**config.mk**
```make
export PLATFORM = sky130hd
export DESIGN_NAME = frame_pos_sampler_flat
export DESIGN_NICKNAME = d
export VERILOG_FILES = /design/src/rtl/frame_pos_sampler_if.sv /design/src/rtl/frame_pos_sampler.sv /design/src/flat_wrapper.sv
export SDC_FILE = /design/constraint.sdc
export NUM_CORES = 1
export LEC_CHECK = 0
export ABC_AREA = 1
export ABC_CLOCK_PERIOD_IN_PS = 2950
export CORE_MARGIN = 1
export CORE_UTILIZATION = 45
export DETAILED_ROUTE_END_ITERATION = 7
export PLACE_DENSITY = 0.78
export RECOVER_POWER = 25
export SETUP_SLACK_MARGIN = 0.2
export SYNTH_ARGS = -nofsm -noshare
export SYNTH_HDL_FRONTEND = slang
export SYNTH_SLANG_ARGS = --single-unit
export TNS_END_PERCENT = 1
```
**constraint.sdc**
```tcl
create_clock -name Clk -period 2.95 [get_ports Clk]
set_clock_uncertainty 0.05 [all_clocks]
set_input_delay 0.885 -clock Clk [delete_from_list [all_inputs] [get_ports Clk]]
set_output_delay 0.885 -clock Clk [all_outputs]
set_load 0.03 [all_outputs]
```
**src/rtl/frame_pos_sampler_if.sv**
```systemverilog
// Position-sampler bus: raw positions/controls in, sampled positions and frame status out.
// update_valid is a one-cycle strobe with no ready: pos_x/pos_y are valid and
// freshly updated in exactly the cycle it is high, and the consumer cannot stall it.
interface frame_pos_sampler_if #(
  parameter int NUM_CH = 2,
  parameter int W      = 10
);
  logic                frame_sync;
  logic [NUM_CH*W-1:0] raw_x;
  logic [NUM_CH*W-1:0] raw_y;
  logic [NUM_CH-1:0]   smooth_en;
  logic                freeze;
  logic [NUM_CH*W-1:0] pos_x;
  logic [NUM_CH*W-1:0] pos_y;
  logic                frame_tick;
  logic                update_valid;
  logic [15:0]         frame_count;
  logic                dbg_state;

  modport master (
    output frame_sync, raw_x, raw_y, smooth_en, freeze,
    input  pos_x, pos_y, frame_tick, update_valid, frame_count, dbg_state
  );

  modport slave (
    input  frame_sync, raw_x, raw_y, smooth_en, freeze,
    output pos_x, pos_y, frame_tick, update_valid, frame_count, dbg_state
  );
endinterface

```
**src/rtl/frame_pos_sampler.sv**
```systemverilog
// Per-frame sampler for NUM_CH X/Y positions: synchronises VGA VS, clamps to the
// visible area and optionally smooths each channel with an exponential moving average.
module frame_pos_sampler #(
  parameter int NUM_CH = 2,
  parameter int W      = 10,
  parameter int X_MAX  = 639,
  parameter int Y_MAX  = 479,
  parameter int SHIFT  = 2
) (
  input logic               Clk,
  input logic               Reset,
  frame_pos_sampler_if.slave bus
);

  localparam logic [W-1:0] X_LIM = W'(X_MAX);
  localparam logic [W-1:0] Y_LIM = W'(Y_MAX);

  typedef enum logic {
    ST_IDLE = 1'b0,
    ST_CAP  = 1'b1
  } state_e;

  state_e state_q, state_d;
  logic   cap_en, upd_en;

  logic sync1_q, sync2_q, hist_q, fill1_q, fill2_q, tick_q;

  logic [NUM_CH*W-1:0] cap_x_q, cap_y_q, cap_x_d, cap_y_d;
  logic [NUM_CH*W-1:0] pos_x_q, pos_y_q, pos_x_d, pos_y_d;
  logic                primed_q, upd_valid_q;
  logic [15:0]         frame_count_q;

  function automatic logic [W-1:0] clamp(input logic [W-1:0] v, input logic [W-1:0] lim);
    return (v > lim) ? lim : v;
  endfunction

  // One EMA step; the forced +/-1 step guarantees exact convergence without overshoot.
  function automatic logic [W-1:0] ema_step(input logic [W-1:0] pos, input logic [W-1:0] cap);
    logic signed [W:0] d;
    logic signed [W:0] s;
    d = $signed({1'b0, cap}) - $signed({1'b0, pos});
    s = d >>> SHIFT;
    if ((d != '0) && (s == '0)) begin
      s = d[W] ? '1 : (W+1)'(1);
    end
    return pos + s[W-1:0];
  endfunction

  // The zeros loaded at reset are not real VS samples, so the history flop keeps
  // its reset value of 1 until the synchroniser has refilled from the pin.
  always_ff @(posedge Clk) begin
    if (Reset) begin
      sync1_q <= 1'b0;
      sync2_q <= 1'b0;
      fill1_q <= 1'b0;
      fill2_q <= 1'b0;
      hist_q  <= 1'b1;
      tick_q  <= 1'b0;
    end else begin
      sync1_q <= bus.frame_sync;
      sync2_q <= sync1_q;
      fill1_q <= 1'b1;
      fill2_q <= fill1_q;
      if (fill2_q) begin
        hist_q <= sync2_q;
      end
      tick_q <= sync2_q & ~hist_q;
    end
  end

  always_ff @(posedge Clk) begin
    if (Reset) begin
      state_q <= ST_IDLE;
    end else begin
      state_q <= state_d;
    end
  end

  always_comb begin
    state_d = state_q;
    cap_en  = 1'b0;
    upd_en  = 1'b0;
    case (state_q)
      ST_IDLE: begin
        if (tick_q) begin
          cap_en  = 1'b1;
          state_d = ST_CAP;
        end
      end
      ST_CAP: begin
        upd_en  = ~bus.freeze;
        state_d = ST_IDLE;
      end
      default: state_d = ST_IDLE;
    endcase
  end

  always_comb begin
    cap_x_d = '0;
    cap_y_d = '0;
    for (int c = 0; c < NUM_CH; c++) begin
      cap_x_d[c*W +: W] = clamp(bus.raw_x[c*W +: W], X_LIM);
      cap_y_d[c*W +: W] = clamp(bus.raw_y[c*W +: W], Y_LIM);
    end
  end

  // Until the first real update the filter has no history, so every channel latches directly.
  always_comb begin
    pos_x_d = pos_x_q;
    pos_y_d = pos_y_q;
    for (int c = 0; c < NUM_CH; c++) begin
      if (!primed_q || !bus.smooth_en[c]) begin
        pos_x_d[c*W +: W] = cap_x_q[c*W +: W];
        pos_y_d[c*W +: W] = cap_y_q[c*W +: W];
      end else begin
        pos_x_d[c*W +: W] = ema_step(pos_x_q[c*W +: W], cap_x_q[c*W +: W]);
        pos_y_d[c*W +: W] = ema_step(pos_y_q[c*W +: W], cap_y_q[c*W +: W]);
      end
    end
  end

  always_ff @(posedge Clk) begin
    if (Reset) begin
      cap_x_q       <= '0;
      cap_y_q       <= '0;
      pos_x_q       <= '0;
      pos_y_q       <= '0;
      primed_q      <= 1'b0;
      upd_valid_q   <= 1'b0;
      frame_count_q <= '0;
    end else begin
      if (cap_en) begin
        cap_x_q       <= cap_x_d;
        cap_y_q       <= cap_y_d;
        frame_count_q <= frame_count_q + 16'd1;
      end
      if (upd_en) begin
        pos_x_q  <= pos_x_d;
        pos_y_q  <= pos_y_d;
        primed_q <= 1'b1;
      end
      upd_valid_q <= upd_en;
    end
  end

  assign bus.pos_x        = pos_x_q;
  assign bus.pos_y        = pos_y_q;
  assign bus.frame_tick   = tick_q;
  assign bus.update_valid = upd_valid_q;
  assign bus.frame_count  = frame_count_q;
  assign bus.dbg_state    = (state_q == ST_CAP);

endmodule
```
**src/flat_wrapper.sv**
```systemverilog
// flat-port wrapper written by rule: the top's interface ports become plain ports
module frame_pos_sampler_flat 
#(
  parameter int NUM_CH = 2,
  parameter int W      = 10,
  parameter int X_MAX  = 639,
  parameter int Y_MAX  = 479,
  parameter int SHIFT  = 2
)
  (Clk, Reset, bus_frame_sync, bus_raw_x, bus_raw_y, bus_smooth_en, bus_freeze, bus_pos_x, bus_pos_y, bus_frame_tick, bus_update_valid, bus_frame_count, bus_dbg_state);
  frame_pos_sampler_if #(.NUM_CH(NUM_CH), .W(W)) bus_i ();
  input logic Clk;
  input logic Reset;
  input wire logic [$bits(bus_i.frame_sync)-1:0] bus_frame_sync;
  input wire logic [$bits(bus_i.raw_x)-1:0] bus_raw_x;
  input wire logic [$bits(bus_i.raw_y)-1:0] bus_raw_y;
  input wire logic [$bits(bus_i.smooth_en)-1:0] bus_smooth_en;
  input wire logic [$bits(bus_i.freeze)-1:0] bus_freeze;
  output wire logic [$bits(bus_i.pos_x)-1:0] bus_pos_x;
  output wire logic [$bits(bus_i.pos_y)-1:0] bus_pos_y;
  output wire logic [$bits(bus_i.frame_tick)-1:0] bus_frame_tick;
  output wire logic [$bits(bus_i.update_valid)-1:0] bus_update_valid;
  output wire logic [$bits(bus_i.frame_count)-1:0] bus_frame_count;
  output wire logic [$bits(bus_i.dbg_state)-1:0] bus_dbg_state;
  assign bus_i.frame_sync = bus_frame_sync;
  assign bus_i.raw_x = bus_raw_x;
  assign bus_i.raw_y = bus_raw_y;
  assign bus_i.smooth_en = bus_smooth_en;
  assign bus_i.freeze = bus_freeze;
  assign bus_pos_x = bus_i.pos_x;
  assign bus_pos_y = bus_i.pos_y;
  assign bus_frame_tick = bus_i.frame_tick;
  assign bus_update_valid = bus_i.update_valid;
  assign bus_frame_count = bus_i.frame_count;
  assign bus_dbg_state = bus_i.dbg_state;
  frame_pos_sampler #(.NUM_CH(NUM_CH), .W(W), .X_MAX(X_MAX), .Y_MAX(Y_MAX), .SHIFT(SHIFT)) u_core (.Clk(Clk), .Reset(Reset), .bus(bus_i));
endmodule
```
# [Word level (Yosys, flattened, before mapping)]
# Index checks and enable logic that the tools add are counted.
# Widths: inputs -> output; s select.
[op_classes] add_sub_neg=9 n_mul=0 n_div=0 order_cmp=4 eq_ne=0 shift=0 muxes=25 bitwise=4 reduce_logical=17
[op_table] op="$mux 10" count=20
[op_table] op="$logic_not 11->1" count=4
[op_table] op="$reduce_bool 11->1" count=4
[op_table] op="$sub 10x10->11" count=4
[op_table] op="$add 10x10->10" count=4
[op_table] op="$gt 10x10->1 const B" count=2
[op_table] op="$gt 10x9->1 const B" count=2
[op_table] op="$add 16x1->16 const B" count=1
[op_table] op="$logic_and 1x1->1" count=4
[op_table] op="$mux 1" count=4
[op_table] op="$logic_not 1->1" count=3
[op_table] op="$not 1->1" count=3
[op_table] op="$logic_or 1x1->1" count=2
[op_table] op="$pmux 1 s2" count=1
[op_table] op="$and 1x1->1" count=1
[totals] regBits=105 latch_bits=0 mem_bits_rw=0 romBits=0 input_bits=46 out_inout_bits=59 word_cells=73 memories=0

# [Logic depth before layout (Yosys ltp)]
[logic_depth] word_depth=7 depth_mapped=29 mapped_depth_nobuf=29

# [Worst setup path after synthesis]
# Ideal clock, no wire load.
[synth_path] kind="register to register" start="reg u_core.pos_x_q[10] (netlist: u_core.bus.pos_x[10])" end="reg u_core.pos_x_q[18] (netlist: u_core.bus.pos_x[18])" setup_ns=0.070 arrival_time_ns=3.333 required_ns=2.830 setup_slack_ns=-0.503 path_stages_with_launch=26 path_buffers=0 synth_period_minus_slack_ns=3.453 path_cell_list="dfxtp_1 > ha_1 > inv_1 > fa_1 > inv_1 > nor2_1 > o21ai_1 > nand2_1 > or2_2 > nand2_1 > nand3_1 > nor2_1 > nand2_1 > nand2_1 > ha_1 > inv_1 > fa_1 > inv_1 > nand3_1 > nand2_1 > nand4_1 > a21oi_1 > nor2_1 > nand2_1 > nand2_1 > a21oi_1"
[synth_between] elab_chain_len=7 word_cells_on_any_way=9 classes_between="add/sub: 2; mux: 4; reduce/logical: 3"
[synth_lines] item="start: declaration" line="frame_pos_sampler.sv:29" rtl="logic [NUM_CH*W-1:0] pos_x_q, pos_y_q, pos_x_d, pos_y_d;"
[synth_lines] item="start signal: assignment" line="frame_pos_sampler.sv:138" rtl="pos_x_q <= pos_x_d;"
[synth_lines] item="$sub 10x10->11" line="frame_pos_sampler.sv:41" rtl="d = $signed({1'b0, cap}) - $signed({1'b0, pos});"
[synth_lines] item="$reduce_bool 11->1 or $logic_not 11->1 (tied branches)" line="frame_pos_sampler.sv:43" rtl="if ((d != '0) && (s == '0)) begin"
[synth_lines] item="$logic_and 1x1->1" line="frame_pos_sampler.sv:43"
[synth_lines] item="$mux 10" line="frame_pos_sampler.sv:43"
[synth_lines] item="$mux 10" line="frame_pos_sampler.sv:112" rtl="if (!primed_q || !bus.smooth_en[c]) begin"
[synth_lines] item="$add 10x10->10 (*)" line="frame_pos_sampler.sv:46" rtl="return pos + s[W-1:0];"
[synth_lines] item="$mux 10 (*)" line="frame_pos_sampler.sv:112"
# Mark *: on every way between the ends. The rest lies on a longest branch, timed or not. The select of a mux whose other input is x is not followed.
# A chain may end at the register's enable or synchronous reset.

# [Final worst setup path]
[layout_path] start="reg u_core.cap_y_q[10]" end="reg u_core.pos_y_q[16] (netlist: u_core.bus.pos_y[16])"
[layout_between] elab_chain_len=7 word_cells_on_any_way=9 classes_between="add/sub: 2; mux: 4; reduce/logical: 3"
[layout_lines] item="start: declaration" line="frame_pos_sampler.sv:28" rtl="logic [NUM_CH*W-1:0] cap_x_q, cap_y_q, cap_x_d, cap_y_d;"
[layout_lines] item="start signal: assignment" line="frame_pos_sampler.sv:134" rtl="cap_y_q <= cap_y_d;"
[layout_lines] item="$sub 10x10->11 (*)" line="frame_pos_sampler.sv:41"
[layout_lines] item="$reduce_bool 11->1 or $logic_not 11->1 (tied branches)" line="frame_pos_sampler.sv:43"
[layout_lines] item="$logic_and 1x1->1" line="frame_pos_sampler.sv:43"
[layout_lines] item="$mux 10 (*)" line="frame_pos_sampler.sv:43"
[layout_lines] item="$mux 10 (*)" line="frame_pos_sampler.sv:112"
[layout_lines] item="$add 10x10->10 (*)" line="frame_pos_sampler.sv:46"
[layout_lines] item="$mux 10 (*)" line="frame_pos_sampler.sv:112"
[layout_lines] item="end signal: assignment" line="frame_pos_sampler.sv:139" rtl="pos_y_q <= pos_y_d;"
[layout_lines] item="end: declaration" line="frame_pos_sampler.sv:29"
# Marked as above.

==> flow_metrics.tcl <==
set metrics [dict create \
    switching_share_pct 26.9 \
    placementRows 49 \
    pwr_density_cell_nw_per_um2 273 \
    cap_violations 0 \
    leakagePower_nw 5.83 \
    coreArea_um2 18000 \
    placed_cell_area_um2 11100 \
    grt_pass1_vias 9554 \
    seq_power_share_pct 43.5 \
    worstSetupEndpointType "register" \
    dpl.hpwl_um 19700 \
    drt-vias-per-instance 5.30 \
    dr.first_iter.drc_count 641 \
    internal_power_w 0.00240 \
    synth.avg_cell_area_um2 6.41 \
    drt-pass1-iter-count 8 \
    period_minus_slack_ps 3370 \
    r2r-start "u_core.cap_y_q[10]$_SDFFE_PP0P_" \
    postLayoutCoreUtil_pct 66.8 \
    routed_wl_um 27300 \
    r2r_slack_ps -420 \
    worstSetupEndpoint "u_core.bus.pos_y[16]$_SDFFE_PP0P_" \
    synth-seq-area-share_pct 25.6 \
    clk_latency_ps 360 \
    cp_data_required_time_ps 3190 \
    drive_gt1_share_pct 24.7 \
    hold_buffers 0 \
    path_class "reg2reg" \
    path_clk_slew_ps 80 \
    worst_slack_ps -417 \
    critPathMaxFanout 3 \
    status "finished, violations left" \
    combPwrFrac_pct 15.9 \
    slew_viol_final 0 \
    die_w_um 137 \
    grt_pass1_wl_um 43500 \
    yosysWarnings 0 \
    synth-seq-cells 105 \
    yosysUniqueCellTypes 42 \
    area_delta_synth_final_pct 45.9 \
    wire_per_inst_um 15.0 \
    p_switching_w 0.000881 \
    crit_path_start_kind "register" \
    regArea_um2 2150 \
    synth-simple-area-share_pct 28.9 \
    finalCritPeriodShare_pct 114 \
    whs_ps 356 \
    rsz0062_at_grt "yes" \
    synth_top_family_by_area "simple AND/OR/NAND/NOR gates" \
    place_congestion 0.952 \
    fillers 1505 \
    ant_nets 0 \
    grt_max_degree 62 \
    power_frac_clock_pct 40.5 \
    setup-violations-final 32 \
    cts_buffer_depth 2 \
    postSynthCellCount 1283 \
    vdd_drop_max_mv 0.361 \
    io-pin-count 105 \
    r2r-end "u_core.bus.pos_y[16]$_SDFFE_PP0P_" \
    syn_nets 1414 \
    vias 9644 \
    drc 2 \
    h-tree-depth 3 \
    numCtsBuffers 9 \
    cts-root-buf "clkbuf_16" \
    die_h_um 137 \
    synth-xor-area-share_pct 2.54 \
    gr-usage-all-layers_pct 29.2 \
    initial_core_util_pct 45.8 \
    synthAdderAreaFrac_pct 13.7 \
    slew-limit-headroom_pct 28.5 \
    maxClockFrequency_mhz 297 \
    syn_area_um2 8220 \
    gr-total-overflow 0 \
    worstMarginPinSlew_ps 1070 \
    rr_worst_depth 23 \
    synth_mux_area_share_pct 0 \
    min_path_type "reg2reg" \
    synth_compound_area_share_pct 18.3 \
    violations "DRC, setup timing" \
    num_antenna_cells 0 \
    multiInputGateArea_um2 5760 \
    crit_start "u_core.cap_y_q[10]$_SDFFE_PP0P_" \
    portBuffers 104 \
    cts_tree "built" \
    die-area_um2 18800 \
    hold_violations 0 \
    design_area_um2 12000 \
    clkSinkCount 105 \
    antenna_found_initial 0 \
    nNetsFinal 1718 \
    worstPathArrival_ps 3610 \
]
metrics by stage:
stage | std cells | setup WS, ps | TNS (ps) | power [W]
after CTS | 1813 | -342 | -4660 | 0.00327
after global routing | 1821 | -679 | -14860 | 0.00340
after global placement | 1788 | -322 | -4280 | 0.00192
after floorplan | 1283 | -239 | -2330 | 0.00170
after detailed placement | 1788 | -464 | -7440 | 0.00193
final | 1821 | -417 | -7020 | 0.00328
cell usage in the layout, fill, tap and decap left out, types with 5 or more instances in the layout:
cell type / instances
nand4_1: 15
fa_2: 8
clkdlybuf4s50_1: 103
dfxtp_2: 12
a21oi_1: 125
a21o_1: 7
o21ai_1: 12
o21ai_0: 60
ha_2: 6
dfxtp_1: 85
ha_1: 53
ha_4: 18
buf_4: 218
a221oi_1: 22
nor2_1: 123
nand3_1: 67
o21bai_1: 15
a31oi_1: 5
xor2_1: 13
a21oi_2: 13
clkbuf_16: 10
inv_1: 185
inv_2: 20
nand2_1: 276
nand2_2: 17
or2_2: 8
nor2_2: 16
nand3_2: 14
dfxtp_4: 8
nor3_1: 9
critical path, cell delays in order, from the launching register on:
cell and delay (ps):
dfxtp_2 330, inv_2 70, ha_4 120, inv_2 40, fa_2 520, inv_1 40
a21oi_1 130, nand3_1 80, nor2_1 90, nand3_1 70, nor2_1 90, nand4_1 80
nand2_1 90, ha_2 180, inv_2 40, fa_2 380, inv_2 100, nand3_2 90
nand2_2 80, nand2_2 50, o21bai_1 170, xor2_1 170, o21bai_1 90, a21oi_1 140
layout make-up:
type / count / area share, %
clock inverter: 5 / 0.563
inverter: 207 / 6.50
timing repair buffer: 326 / 22.5
tap: 229 / 2.39
multi-input combinational: 938 / 48.0
clock buffer: 11 / 2.12
sequential: 105 / 17.9
registers in the layout (all words and copies together), names as in the netlist, 16 cells and up:
register,count
u_core.bus.frame_count,16
u_core.bus.pos_x,20
u_core.bus.pos_y,20
u_core.cap_x_q,20
u_core.cap_y_q,20
layer usage:
layer | routed length, um | vias to the layer above | track usage [%]
li1 | - | 4809 | -
met5 | 0 | - | 0
met1 | 11000 | 4414 | 33.3
met3 | 1780 | 79 | 5.67
met4 | 938 | 0 | 12.0
met2 | 13500 | 342 | 52.9
cells in the mapped netlist, drive strengths merged:
cell	count	area share [%]
a21o	7	0.64
nor3	11	0.87
fa	8	1.9
ha	77	12
nand4	15	1.1
a41oi	2	0.21
dfxtp	105	26
xor2	16	1.8
buf	6	0.32
nand2	294	14
nor4	2	0.23
clkinv	1	0.046
clkbuf	27	1.2
inv	206	9.4
nand3b	2	0.18
nor3b	2	0.18
o21a	1	0.091
a221oi	22	2.3
o21ai	72	4.4
and3	1	0.076
xnor2	7	0.75
a31oi	5	0.38
o21bai	15	1.4
a21oi	139	8.5
nor2	141	6.6
nand3	84	5.3
o2111ai	4	0.43
or2	11	0.84
power groups by stage:
| stage | registers [W] | logic [W] | clock network [W] |
|---|---|---|---|
| 2_1_floorplan | 0.00146 | 0.000242 | 0 |
| 3_3_place_gp | 0.00146 | 0.000461 | 0 |
| 3_5_place_dp | 0.00146 | 0.000468 | 0 |
| 4_1_cts | 0.00143 | 0.000498 | 0.00134 |
| 5_1_grt | 0.00143 | 0.000574 | 0.00140 |
| 6_report | 0.00143 | 0.000522 | 0.00133 |
how the worst min path moves through the flow:
stage,startpoint,slack [ps],cells past startpoint,end
finish,u_core.sync1_q$_SDFF_PP0_,360,2,u_core.sync2_q$_SDFF_PP0_
CTS,u_core.sync1_q$_SDFF_PP0_,360,2,u_core.sync2_q$_SDFF_PP0_
global route,u_core.hist_q$_SDFFE_PP1P_,390,1,u_core.bus.frame_tick$_SDFF_PP0_
detailed placement,u_core.sync1_q$_SDFF_PP0_,340,2,u_core.sync2_q$_SDFF_PP0_
floorplan,u_core.fill1_q$_DFF_P_,340,2,u_core.fill2_q$_SDFF_PP0_
global placement,u_core.fill1_q$_DFF_P_,340,2,u_core.fill2_q$_SDFF_PP0_
kinds of logic (layout without fill, tap and decap cells):
group,after synthesis,count (layout)
xor gates and xnor gates,23,23
DFF,105,105
adders and majority gates,85,85
AOI/OAI and AO/OA,267,267
and+or+nand+nor,563,563
buffers and inverters,240,549
timing repair:
action,in CTS,in global routing
resized for setup,81,44
pin swaps,41,38
setup buffers,9,8
setup endpoints to repair,36,36
Power figures use the tool's default switching activity.
